===== config.mk =====
export PLATFORM = sky130hd
export DESIGN_NAME = wbm_rr_arbiter_flat
export DESIGN_NICKNAME = d
export VERILOG_FILES = /design/src/rtl/wbm_rr_arbiter_if.sv /design/src/rtl/wbm_rr_arbiter.sv /design/src/flat_wrapper.sv
export SDC_FILE = /design/constraint.sdc
export NUM_CORES = 1
export LEC_CHECK = 0
export BUFFER_PORTS_ARGS = -buffer_cell sky130_fd_sc_hd__buf_2
export CAP_MARGIN = 10
export CORE_AREA = 8 8 165 167
export DETAILED_ROUTE_END_ITERATION = 8
export DIE_AREA = 0 0 173 175
export GPL_ROUTABILITY_DRIVEN = 0
export GPL_TIMING_DRIVEN = 0
export SETUP_SLACK_MARGIN = 0.2
export SLEW_MARGIN = 20
export SYNTH_ARGS = -nofsm -noshare
export SYNTH_HDL_FRONTEND = slang
export SYNTH_SLANG_ARGS = --single-unit

===== constraint.sdc =====
create_clock -name mclk -period 3.5 [get_ports mclk]
set_clock_uncertainty 0.2 [all_clocks]
set_input_delay 0.525 -clock mclk [delete_from_list [all_inputs] [get_ports mclk]]
set_output_delay 0.525 -clock mclk [all_outputs]
set_load 0.03 [all_outputs]

===== src/rtl/wbm_rr_arbiter_if.sv =====
// Wishbone bundle between NM masters and one shared slave, as seen across the arbiter.
// The master modport is the arbiter's view; slave is the view of the surrounding system.
interface wbm_rr_arbiter_if #(
  parameter int unsigned NM = 4,
  parameter int unsigned AW = 32,
  parameter int unsigned DW = 32
);
  logic [NM-1:0]        wbm_cyc_i;
  logic [NM-1:0]        wbm_stb_i;
  logic [NM-1:0]        wbm_we_i;
  logic [NM*AW-1:0]     wbm_adr_i;
  logic [NM*DW-1:0]     wbm_dat_i;
  logic [NM*DW/8-1:0]   wbm_sel_i;
  logic [DW-1:0]        wbm_dat_o;
  logic [NM-1:0]        wbm_ack_o;
  logic [NM-1:0]        wbm_err_o;

  logic                 wbs_cyc_o;
  logic                 wbs_stb_o;
  logic                 wbs_we_o;
  logic [AW-1:0]        wbs_adr_o;
  logic [DW-1:0]        wbs_dat_o;
  logic [DW/8-1:0]      wbs_sel_o;
  logic [DW-1:0]        wbs_dat_i;
  logic                 wbs_ack_i;
  logic                 wbs_err_i;

  modport master (
    input  wbm_cyc_i, wbm_stb_i, wbm_we_i, wbm_adr_i, wbm_dat_i, wbm_sel_i,
    output wbm_dat_o, wbm_ack_o, wbm_err_o,
    output wbs_cyc_o, wbs_stb_o, wbs_we_o, wbs_adr_o, wbs_dat_o, wbs_sel_o,
    input  wbs_dat_i, wbs_ack_i, wbs_err_i
  );

  modport slave (
    output wbm_cyc_i, wbm_stb_i, wbm_we_i, wbm_adr_i, wbm_dat_i, wbm_sel_i,
    input  wbm_dat_o, wbm_ack_o, wbm_err_o,
    input  wbs_cyc_o, wbs_stb_o, wbs_we_o, wbs_adr_o, wbs_dat_o, wbs_sel_o,
    output wbs_dat_i, wbs_ack_i, wbs_err_i
  );
endinterface


===== src/rtl/wbm_rr_arbiter.sv =====
// Round-robin Wishbone B4 arbiter: NM masters share one slave, grant held for the whole CYC,
// with a stall watchdog that errors out transactions the slave never answers.
module wbm_rr_arbiter #(
  parameter int unsigned NM        = 4,
  parameter int unsigned AW        = 32,
  parameter int unsigned DW        = 32,
  parameter int unsigned TO_CYCLES = 255
) (
  input  logic                   mclk,
  input  logic                   rst_n,
  wbm_rr_arbiter_if.master       bus,
  output logic [$clog2(NM)-1:0]  gnt_o,
  output logic                   busy_o,
  output logic                   timeout_o
);

  localparam int unsigned GW = $clog2(NM);
  localparam int unsigned CW = (TO_CYCLES > 0) ? $clog2(TO_CYCLES + 1) : 1;

  localparam logic [1:0] StIdle  = 2'd0;
  localparam logic [1:0] StBusy  = 2'd1;
  localparam logic [1:0] StAbort = 2'd2;

  localparam logic [GW-1:0] LastInit = GW'(NM - 1);
  localparam logic [CW-1:0] ToMax    = CW'(TO_CYCLES);
  localparam logic [CW-1:0] ToLast   = CW'(TO_CYCLES - 1);

  logic [1:0]    state_q, state_d;
  logic [GW-1:0] gnt_q, gnt_d;
  logic [GW-1:0] last_gnt_q, last_gnt_d;
  logic [CW-1:0] to_cnt_q, to_cnt_d;

  logic          cyc_g, stb_g, stall, to_fire, found;
  logic [GW-1:0] win;
  int unsigned   scan_idx;

  assign cyc_g   = bus.wbm_cyc_i[gnt_q];
  assign stb_g   = bus.wbm_stb_i[gnt_q];
  assign stall   = (state_q == StBusy) && cyc_g && stb_g && !bus.wbs_ack_i && !bus.wbs_err_i;
  assign to_fire = (TO_CYCLES != 0) && stall && (to_cnt_q == ToLast);

  // Scan from the slot after the last winner; modulo handled by subtraction so NM may be odd.
  always_comb begin
    found    = 1'b0;
    win      = gnt_q;
    scan_idx = 0;
    for (int unsigned i = 1; i <= NM; i++) begin
      scan_idx = int'(last_gnt_q) + i;
      if (scan_idx >= NM) scan_idx = scan_idx - NM;
      if (!found && bus.wbm_cyc_i[scan_idx]) begin
        found = 1'b1;
        win   = GW'(scan_idx);
      end
    end
  end

  always_comb begin
    state_d    = state_q;
    gnt_d      = gnt_q;
    last_gnt_d = last_gnt_q;
    to_cnt_d   = '0;
    case (state_q)
      StIdle: begin
        if (found) begin
          gnt_d      = win;
          last_gnt_d = win;
          state_d    = StBusy;
        end
      end
      StBusy: begin
        if (!cyc_g) begin
          state_d = StIdle;
        end else if (to_fire) begin
          state_d = StAbort;
        end else if (stall) begin
          to_cnt_d = (to_cnt_q == ToMax) ? to_cnt_q : to_cnt_q + 1'b1;
        end
      end
      StAbort: begin
        if (!cyc_g) state_d = StIdle;
      end
      default: state_d = StIdle;
    endcase
  end

  always_ff @(posedge mclk or negedge rst_n) begin
    if (!rst_n) begin
      state_q    <= StIdle;
      gnt_q      <= '0;
      last_gnt_q <= LastInit;
      to_cnt_q   <= '0;
    end else begin
      state_q    <= state_d;
      gnt_q      <= gnt_d;
      last_gnt_q <= last_gnt_d;
      to_cnt_q   <= to_cnt_d;
    end
  end

  // Slave side and responses are only live in BUSY; IDLE and ABORT park everything at zero.
  always_comb begin
    bus.wbs_cyc_o = 1'b0;
    bus.wbs_stb_o = 1'b0;
    bus.wbs_we_o  = 1'b0;
    bus.wbs_adr_o = '0;
    bus.wbs_dat_o = '0;
    bus.wbs_sel_o = '0;
    bus.wbm_dat_o = '0;
    bus.wbm_ack_o = '0;
    bus.wbm_err_o = '0;
    if (state_q == StBusy) begin
      bus.wbs_cyc_o        = cyc_g;
      bus.wbs_stb_o        = cyc_g & stb_g & ~to_fire;
      bus.wbs_we_o         = bus.wbm_we_i[gnt_q];
      bus.wbs_adr_o        = bus.wbm_adr_i[gnt_q*AW +: AW];
      bus.wbs_dat_o        = bus.wbm_dat_i[gnt_q*DW +: DW];
      bus.wbs_sel_o        = bus.wbm_sel_i[gnt_q*(DW/8) +: (DW/8)];
      bus.wbm_dat_o        = bus.wbs_dat_i;
      bus.wbm_ack_o[gnt_q] = bus.wbs_ack_i;
      bus.wbm_err_o[gnt_q] = bus.wbs_err_i | to_fire;
    end
  end

  assign gnt_o     = gnt_q;
  assign busy_o    = (state_q == StBusy);
  assign timeout_o = to_fire;

endmodule


===== src/flat_wrapper.sv =====
// flat-port wrapper written by rule: the top's interface ports become plain ports
module wbm_rr_arbiter_flat 
#(
  parameter int unsigned NM        = 4,
  parameter int unsigned AW        = 32,
  parameter int unsigned DW        = 32,
  parameter int unsigned TO_CYCLES = 255
)
  (mclk, rst_n, gnt_o, busy_o, timeout_o, bus_wbm_cyc_i, bus_wbm_stb_i, bus_wbm_we_i, bus_wbm_adr_i, bus_wbm_dat_i, bus_wbm_sel_i, bus_wbm_dat_o, bus_wbm_ack_o, bus_wbm_err_o, bus_wbs_cyc_o, bus_wbs_stb_o, bus_wbs_we_o, bus_wbs_adr_o, bus_wbs_dat_o, bus_wbs_sel_o, bus_wbs_dat_i, bus_wbs_ack_i, bus_wbs_err_i);
  wbm_rr_arbiter_if #(.NM(NM), .AW(AW), .DW(DW)) bus_i ();
  input  logic mclk;
  input  logic rst_n;
  output logic [$clog2(NM)-1:0] gnt_o;
  output logic busy_o;
  output logic timeout_o;
  input wire logic [$bits(bus_i.wbm_cyc_i)-1:0] bus_wbm_cyc_i;
  input wire logic [$bits(bus_i.wbm_stb_i)-1:0] bus_wbm_stb_i;
  input wire logic [$bits(bus_i.wbm_we_i)-1:0] bus_wbm_we_i;
  input wire logic [$bits(bus_i.wbm_adr_i)-1:0] bus_wbm_adr_i;
  input wire logic [$bits(bus_i.wbm_dat_i)-1:0] bus_wbm_dat_i;
  input wire logic [$bits(bus_i.wbm_sel_i)-1:0] bus_wbm_sel_i;
  output wire logic [$bits(bus_i.wbm_dat_o)-1:0] bus_wbm_dat_o;
  output wire logic [$bits(bus_i.wbm_ack_o)-1:0] bus_wbm_ack_o;
  output wire logic [$bits(bus_i.wbm_err_o)-1:0] bus_wbm_err_o;
  output wire logic [$bits(bus_i.wbs_cyc_o)-1:0] bus_wbs_cyc_o;
  output wire logic [$bits(bus_i.wbs_stb_o)-1:0] bus_wbs_stb_o;
  output wire logic [$bits(bus_i.wbs_we_o)-1:0] bus_wbs_we_o;
  output wire logic [$bits(bus_i.wbs_adr_o)-1:0] bus_wbs_adr_o;
  output wire logic [$bits(bus_i.wbs_dat_o)-1:0] bus_wbs_dat_o;
  output wire logic [$bits(bus_i.wbs_sel_o)-1:0] bus_wbs_sel_o;
  input wire logic [$bits(bus_i.wbs_dat_i)-1:0] bus_wbs_dat_i;
  input wire logic [$bits(bus_i.wbs_ack_i)-1:0] bus_wbs_ack_i;
  input wire logic [$bits(bus_i.wbs_err_i)-1:0] bus_wbs_err_i;
  assign bus_i.wbm_cyc_i = bus_wbm_cyc_i;
  assign bus_i.wbm_stb_i = bus_wbm_stb_i;
  assign bus_i.wbm_we_i = bus_wbm_we_i;
  assign bus_i.wbm_adr_i = bus_wbm_adr_i;
  assign bus_i.wbm_dat_i = bus_wbm_dat_i;
  assign bus_i.wbm_sel_i = bus_wbm_sel_i;
  assign bus_wbm_dat_o = bus_i.wbm_dat_o;
  assign bus_wbm_ack_o = bus_i.wbm_ack_o;
  assign bus_wbm_err_o = bus_i.wbm_err_o;
  assign bus_wbs_cyc_o = bus_i.wbs_cyc_o;
  assign bus_wbs_stb_o = bus_i.wbs_stb_o;
  assign bus_wbs_we_o = bus_i.wbs_we_o;
  assign bus_wbs_adr_o = bus_i.wbs_adr_o;
  assign bus_wbs_dat_o = bus_i.wbs_dat_o;
  assign bus_wbs_sel_o = bus_i.wbs_sel_o;
  assign bus_i.wbs_dat_i = bus_wbs_dat_i;
  assign bus_i.wbs_ack_i = bus_wbs_ack_i;
  assign bus_i.wbs_err_i = bus_wbs_err_i;
  wbm_rr_arbiter #(.NM(NM), .AW(AW), .DW(DW), .TO_CYCLES(TO_CYCLES)) u_core (.mclk(mclk), .rst_n(rst_n), .bus(bus_i), .gnt_o(gnt_o), .busy_o(busy_o), .timeout_o(timeout_o));
endmodule

==> Word level (Yosys, flattened, before mapping) <==
Cells that the tools add are included.
Widths: inputs -> output; s select.
{ "totals": {"elab_cells": 104, "output_inout_bits": 115, "ff_bits": 14, "inputBits": 320} }
{ "classes": {"bitwise": 6, "n_reduce_logical": 17, "n_eq_ne": 8, "shift": 3, "magnitude_cmp": 10, "mux": 47, "n_addsub": 9} }
{ "ops": {"columns": ["cell", "n"], "rows": [
  ["$shiftx 128x8->32", 2],
  ["$mux 32", 7],
  ["$ge 32x3->1 const B", 4],
  ["$lt 32x3->1 const B", 4],
  ["$sub 32x3->32 const B", 4],
  ["$mux 8", 5],
  ["$eq 8x8->1 const B", 2],
  ["$mux 2", 8],
  ["$shiftx 16x5->4", 1],
  ["$mux 1", 15],
  ["$bmux 1 s2", 7],
  ["$mux 4", 3],
  ["$logic_and 1x1->1", 9],
  ["$add 8x1->8 const B", 1],
  ["$and 4x4->4", 2],
  ["$add 2x2->3 const B", 2],
  ["$pmux 2 s3", 1],
  ["$logic_not 1->1", 5],
  ["$ne 5x5->1 const B", 1],
  ["$add 2x3->4 const B", 1],
  ["$add 2x1->3 const B", 1],
  ["$lt 2x3->1 const B", 1],
  ["$ne 3x3->1 const B", 1],
  ["$reduce_and 3->1", 1],
  ["11 further kinds", 12]
]} }

==> Depth between registers and ports, before layout <==
{ "logic_depth": {"word_depth": 17, "mapped_depth": 6, "depth_no_buf": 6} }

==> Least setup slack after synthesis <==
Ideal clock, no wire load.
{ "synth_timing": {"kind": "reg2out", "from": "register u_core.gnt_q[0], in the netlist u_core.gnt_o[0]", "to": "output port bus_wbm_err_o[1]", "slack_ps": 462, "arrival_ps": 2313, "required_time_ps": 2775, "path_buffers": 1, "path_stages_with_launch": 7, "path_cell_list": "dfrtp_1 -> buf_4 -> mux4_2 -> nand4_1 -> nor2_2 -> nor2_1 -> nor3_1"} }
{ "synth_between": {"elab_chain_cells": 10, "elab_cells_between_ends": 17, "classes_between": "order compare: 2; mux: 7; bitwise: 2; reduce/logical: 6"} }
{ "synth_rtl": {"columns": ["element", "line_no", "text"], "rows": [
  ["from (decl)", "wbm_rr_arbiter.sv:29", "logic [GW-1:0] gnt_q, gnt_d;"],
  ["from (signal assigned)", "wbm_rr_arbiter.sv:94", "gnt_q <= gnt_d;"],
  ["$bmux 1 s2", "wbm_rr_arbiter.sv:37", "assign cyc_g = bus.wbm_cyc_i[gnt_q];"],
  ["$mux 1 (not written as such)", "wbm_rr_arbiter.sv:37", null],
  ["$logic_and 1x1->1", "wbm_rr_arbiter.sv:39", "assign stall = (state_q == StBusy) && cyc_g && stb_g && !bus.wbs_ack_i && !bus.wbs_err_i;"],
  ["$logic_and 1x1->1 (*) (3 in a row)", "wbm_rr_arbiter.sv:39", null],
  ["$logic_and 1x1->1 (*)", "wbm_rr_arbiter.sv:40", "assign to_fire = (TO_CYCLES != 0) && stall && (to_cnt_q == ToLast);"],
  ["net timeout_o", "flat_wrapper.sv:15", "output logic timeout_o;"],
  ["$or 1x1->1 (*)", "wbm_rr_arbiter.sv:120", "bus.wbm_err_o[gnt_q] = bus.wbs_err_i | to_fire;"],
  ["$and 4x4->4 (no source line) (*)", null, null],
  ["$mux 4 (*)", "wbm_rr_arbiter.sv:111", "if (state_q == StBusy) begin"],
  ["to (decl)", "flat_wrapper.sv:24", "output wire logic [$bits(bus_i.wbm_err_o)-1:0] bus_wbm_err_o;"]
]} }
Mark *: on every way through the listed nets, which the timed path passes. The rest lies on a longest branch. The select of a mux whose other input is x is not followed.

==> Worst setup path after layout <==
{ "layout_timing": {"from": "register u_core.state_q[1]", "to": "output port bus_wbs_adr_o[6]"} }
{ "layout_between": {"elab_chain_cells": 2} }
{ "layout_rtl": {"columns": ["element", "line_no", "text"], "rows": [
  ["from (decl)", "wbm_rr_arbiter.sv:28", "logic [1:0] state_q, state_d;"],
  ["from (signal assigned)", "wbm_rr_arbiter.sv:88", "state_q <= StIdle;"],
  ["from (signal assigned)", "wbm_rr_arbiter.sv:93", "state_q <= state_d;"],
  ["$eq 2x1->1", "wbm_rr_arbiter.sv:111", null],
  ["$mux 32", "wbm_rr_arbiter.sv:111", null],
  ["to (decl)", "flat_wrapper.sv:28", "output wire logic [$bits(bus_i.wbs_adr_o)-1:0] bus_wbs_adr_o;"]
]} }
No other way between the ends.

==> key figures <==
Drt
  – Met3 wire len: 2060 um
  – Wire length the detailed router placed on met1: 9050 um
  – Drt wl/cell: 20.9 um
  – Vias: 4698
  – Detailed route wirelength on metal2: 11300 um
  – Wire length after detailed routing: 22800 um
  – Routed Antenna Nets: 0
  – First-pass iteration count of the detailed router: 5
  – DRC violation count after routing: 0
  – Highest routed layer: met5
  – Vias per Instance: 4.32
  – Detailed router's first-iteration violation count: 274

Synth
  – Average instance area after synthesis: 10.6 um^2
  – Top area cells in the synthesized netlist: mux4_2 48%, and2_1 19%, dfrtp_1 8.9%
  – Synthesized instance count: 316
  – Share of the synthesized area in the top cell type: 47.6%
  – Largest area contributor in the netlist: mux4_2
  – Number of enable flip-flop cells after synthesis: 0
  – Post-synthesis async set-or-reset flop share: 100%
  – Dominant synthesized flop cell: dfrtp_1
  – Synth Warn #: 0
  – Syn_nets: 638
  – Sequential cell area fraction in the yosys report: 10.5%
  – Post-synthesis cell area: 0.00336 mm^2
  – Register bit total from synthesis: 14
  – Distinct cells, synth: 40

Run status
  – Result of the run: complete, no violations

Floorplan
  – Die Outline Area: 0.0303 mm^2
  – Core ar.: 0.0247 mm^2
  – Width of the chip: 173 um
  – Die Y-Extent: 175 um
  – Core Rows: 58
  – Starting density of the core: 13.6%
  – Number of top-level pins: 435

GRT
  – First-pass GRT wire length: 32800 um
  – Number of antenna violations at the first check in global routing: 4
  – Global-route usage over all layers: 13.9%
  – Via count of the first global-routing pass: 4955
  – Maximum number of pins on one net before global-route repair: 15
  – Gr ovfl total: 0

Worst setup path
  – Endpoint type of the worst setup path: output port
  – Req. time, crit path: 2770 ps
  – Arrival @ worst endpoint: 2350 ps
  – RR Startpoint: u_core.gnt_o[0]
  – Startpoint types: flip-flop
  – Cell family with the largest share of critical-path delay: buffers and inverters
  – Register-to-register setup slack: 1570 ps
  – Path depth of the worst reg2reg path: 6
  – Critical path class: reg -> out
  – Slowest cell on the critical path: dfrtp_1
  – Buffers and inverters on the worst path: 4
  – Ordered cell list for the critical path: nand2b_1 > inv_1 > clkbuf_2 > clkbuf_1 > and2_1 > buf_2
  – Worst path max stage delay: 380 ps
  – Capture point of the worst reg-to-reg path: u_core.to_cnt_q[5]
  – Largest fanout on the critical path: 10

Cells and area
  – Area Growth Syn to Fin: 79.7%
  – Number of nets in the layout: 1077
  – Count of non-filler cells in the finished layout: 1087
  – Layout cell share with drive strength beyond 1: 70.6%

Worst hold path
  – Worst Hold Endpoint: u_core.to_cnt_q[5]
  – Min-Delay Path Depth: 2
  – HP Class: reg -> reg
  – Min-delay src: u_core.to_cnt_q[5]

Place
  – Detailed Place HPWL: 20300 um
  – Dpl cells: 1079
  – Port Buffer Count: 433

Clock network
  – CTS tree: yes
  – CTS clk-pin slew, worst paths: 50 ps
  – CTS root buffer: clkbuf_16
  – Clock net sink count: 14
  – TritonCTS buffer count: 3
  – Post-CTS setup-driven buffer insertion count: 0
  – Clock latency of the later-clocked register in the worst-skew pair: 240 ps
  – Max Root-Sink Buffers: 2
  – Deepest level of the CTS H-tree: 1

Timing
  – Max_slew headroom: 44.6%
  – Achievable clock frequency: 0.326 GHz
  – Max-slew violation total from the final report: 0
  – Worst-Margin Slew: 831 ps
  – Final clock period utilization by the worst path: 87.7%
  – Total Negative Setup Slacks: 0 ps
  – Hold slack: 339 ps
  – Final number of hold-violating endpoints: 0
  – Min Tclk post-route: 3070 ps
  – Number of setup violations in the final report: 0
  – RSZ-0062 raised after global routing: no

Run
  – Max-cap violation count: 0

Pwr
  – Total power density per cell area: 834 mW/mm^2
  – IR Drop Worst-Case VDD: 0.553 mV
  – Cell leakage power: 3.04 nW
-- cells in the mapped netlist, types with 3 or more instances --
library cell  count
a21oi_1           7
clkbuf_1         14
nand2_1           6
buf_6             4
nor2_1           18
buf_4             3
nand3_1           6
o21ai_0           3
mux4_2           71
nor3_1            6
buf_2            11
and2_1          102
xor2_1            5
nor2b_1           3
nand2b_1          6
nand4_1           6
dfrtp_1          12
inv_1             5
-- flip-flops by register name (all words and copies together), names as in the netlist --
| register | flops |
|---|---|
| u_core.to_cnt_q | 8 |
| u_core.gnt_o | 2 |
| u_core.last_gnt_q | 2 |
| u_core.state_q | 2 |
-- cells by family after synthesis --
| group | after synthesis | share of synthesized area [%] |
|---|---|---|
| and+or+nand+nor | 159 | 27.7 |
| muxes | 71 | 47.6 |
| buffers and inverters | 37 | 5.77 |
| AOI/OAI and AO/OA | 27 | 6.18 |
| DFF | 14 | 10.5 |
| xor gates and xnor gates | 6 | 1.56 |
| adders and majority gates | 2 | 0.744 |
-- how the worst max path moves through the flow --
stage                                  from           endpoint  slack, ps  cells past startpoint
after floorplan             u_core.gnt_o[0]   bus_wbm_err_o[1]        460                      6
after global placement    u_core.state_q[1]   bus_wbs_adr_o[6]        340                      6
after detailed placement  u_core.state_q[1]  bus_wbs_dat_o[31]        390                      6
after CTS                 u_core.state_q[1]   bus_wbs_adr_o[6]        410                      6
after global routing      u_core.state_q[1]   bus_wbs_adr_o[6]        230                      6
final                     u_core.state_q[1]   bus_wbs_adr_o[6]        430                      6
-- layer usage --
metal  vias to the layer above  GRT usage (%)
li1                       2091              -
met1                      2307           17.0
met2                       272           23.6
met3                        26           4.21
met4                         2           2.80
met5                         -              0
-- where the power goes --
group	switching, mW	total [mW]	internal (mW)
registers	0.0351	0.238	0.203
logic	2.82	4.58	1.77
clock network	0.0621	0.216	0.154
total	2.91	5.04	2.12
-- area by class of cell --
cell class              count  area (um^2)
repair buffers            434         2180
diodes                      3         7.51
fillers                  2738        18600
inverters                   5         18.8
plain buffers              32          176
well taps                 330          413
flip-flops and latches     14          353
clock buffers               4         78.8
multi-input cells         265         2810
-- worst min-delay path, cell delays in order, from the launching register on --
cell and delay, ps:
dfrtp_1 340, xor2_1 70, nor2_1 80
-- cell usage in the layout, fill, tap and decap left out, types with 2 or more instances in the layout --
cell type    n
a21o_1       2
a21oi_1      7
a31oi_1      2
and2_1     102
and3_1       2
buf_2      444
buf_4        3
buf_6        4
clkbuf_1    14
clkbuf_16    3
dfrtp_1     12
dfstp_2      2
diode_2      3
ha_1         2
inv_1        5
mux4_2      71
nand2_1      6
nand2b_1     6
nand3_1      6
nand4_1      6
nor2_1      18
nor2b_1      3
nor3_1       6
o21ai_0      3
o31a_1       2
xor2_1       5
-- metrics by stage --
| stage | worst slack [ps] | power (mW) | area [um^2] | utilization, % |
|---|---|---|---|---|
| 3_5_place_dp | 388 | 4.86 | 5940 | 24.1 |
| 2_1_floorplan | 462 | 3.44 | 3360 | - |
| 3_3_place_gp | 342 | 4.86 | 5940 | 24.1 |
| 5_1_grt | 228 | 5.33 | 6040 | 24.5 |
| 6_report | 429 | 5.04 | 6040 | 24.5 |
| 4_1_cts | 410 | 5.11 | 6030 | 24.4 |
-- what timing repair did --
item	in CTS	in global routing
setup endpoints to repair	21	0
hold buffers	1	0
resized for setup	1	0
endpoints found under the hold margin	12	0
Power figures use the tool's default switching activity.
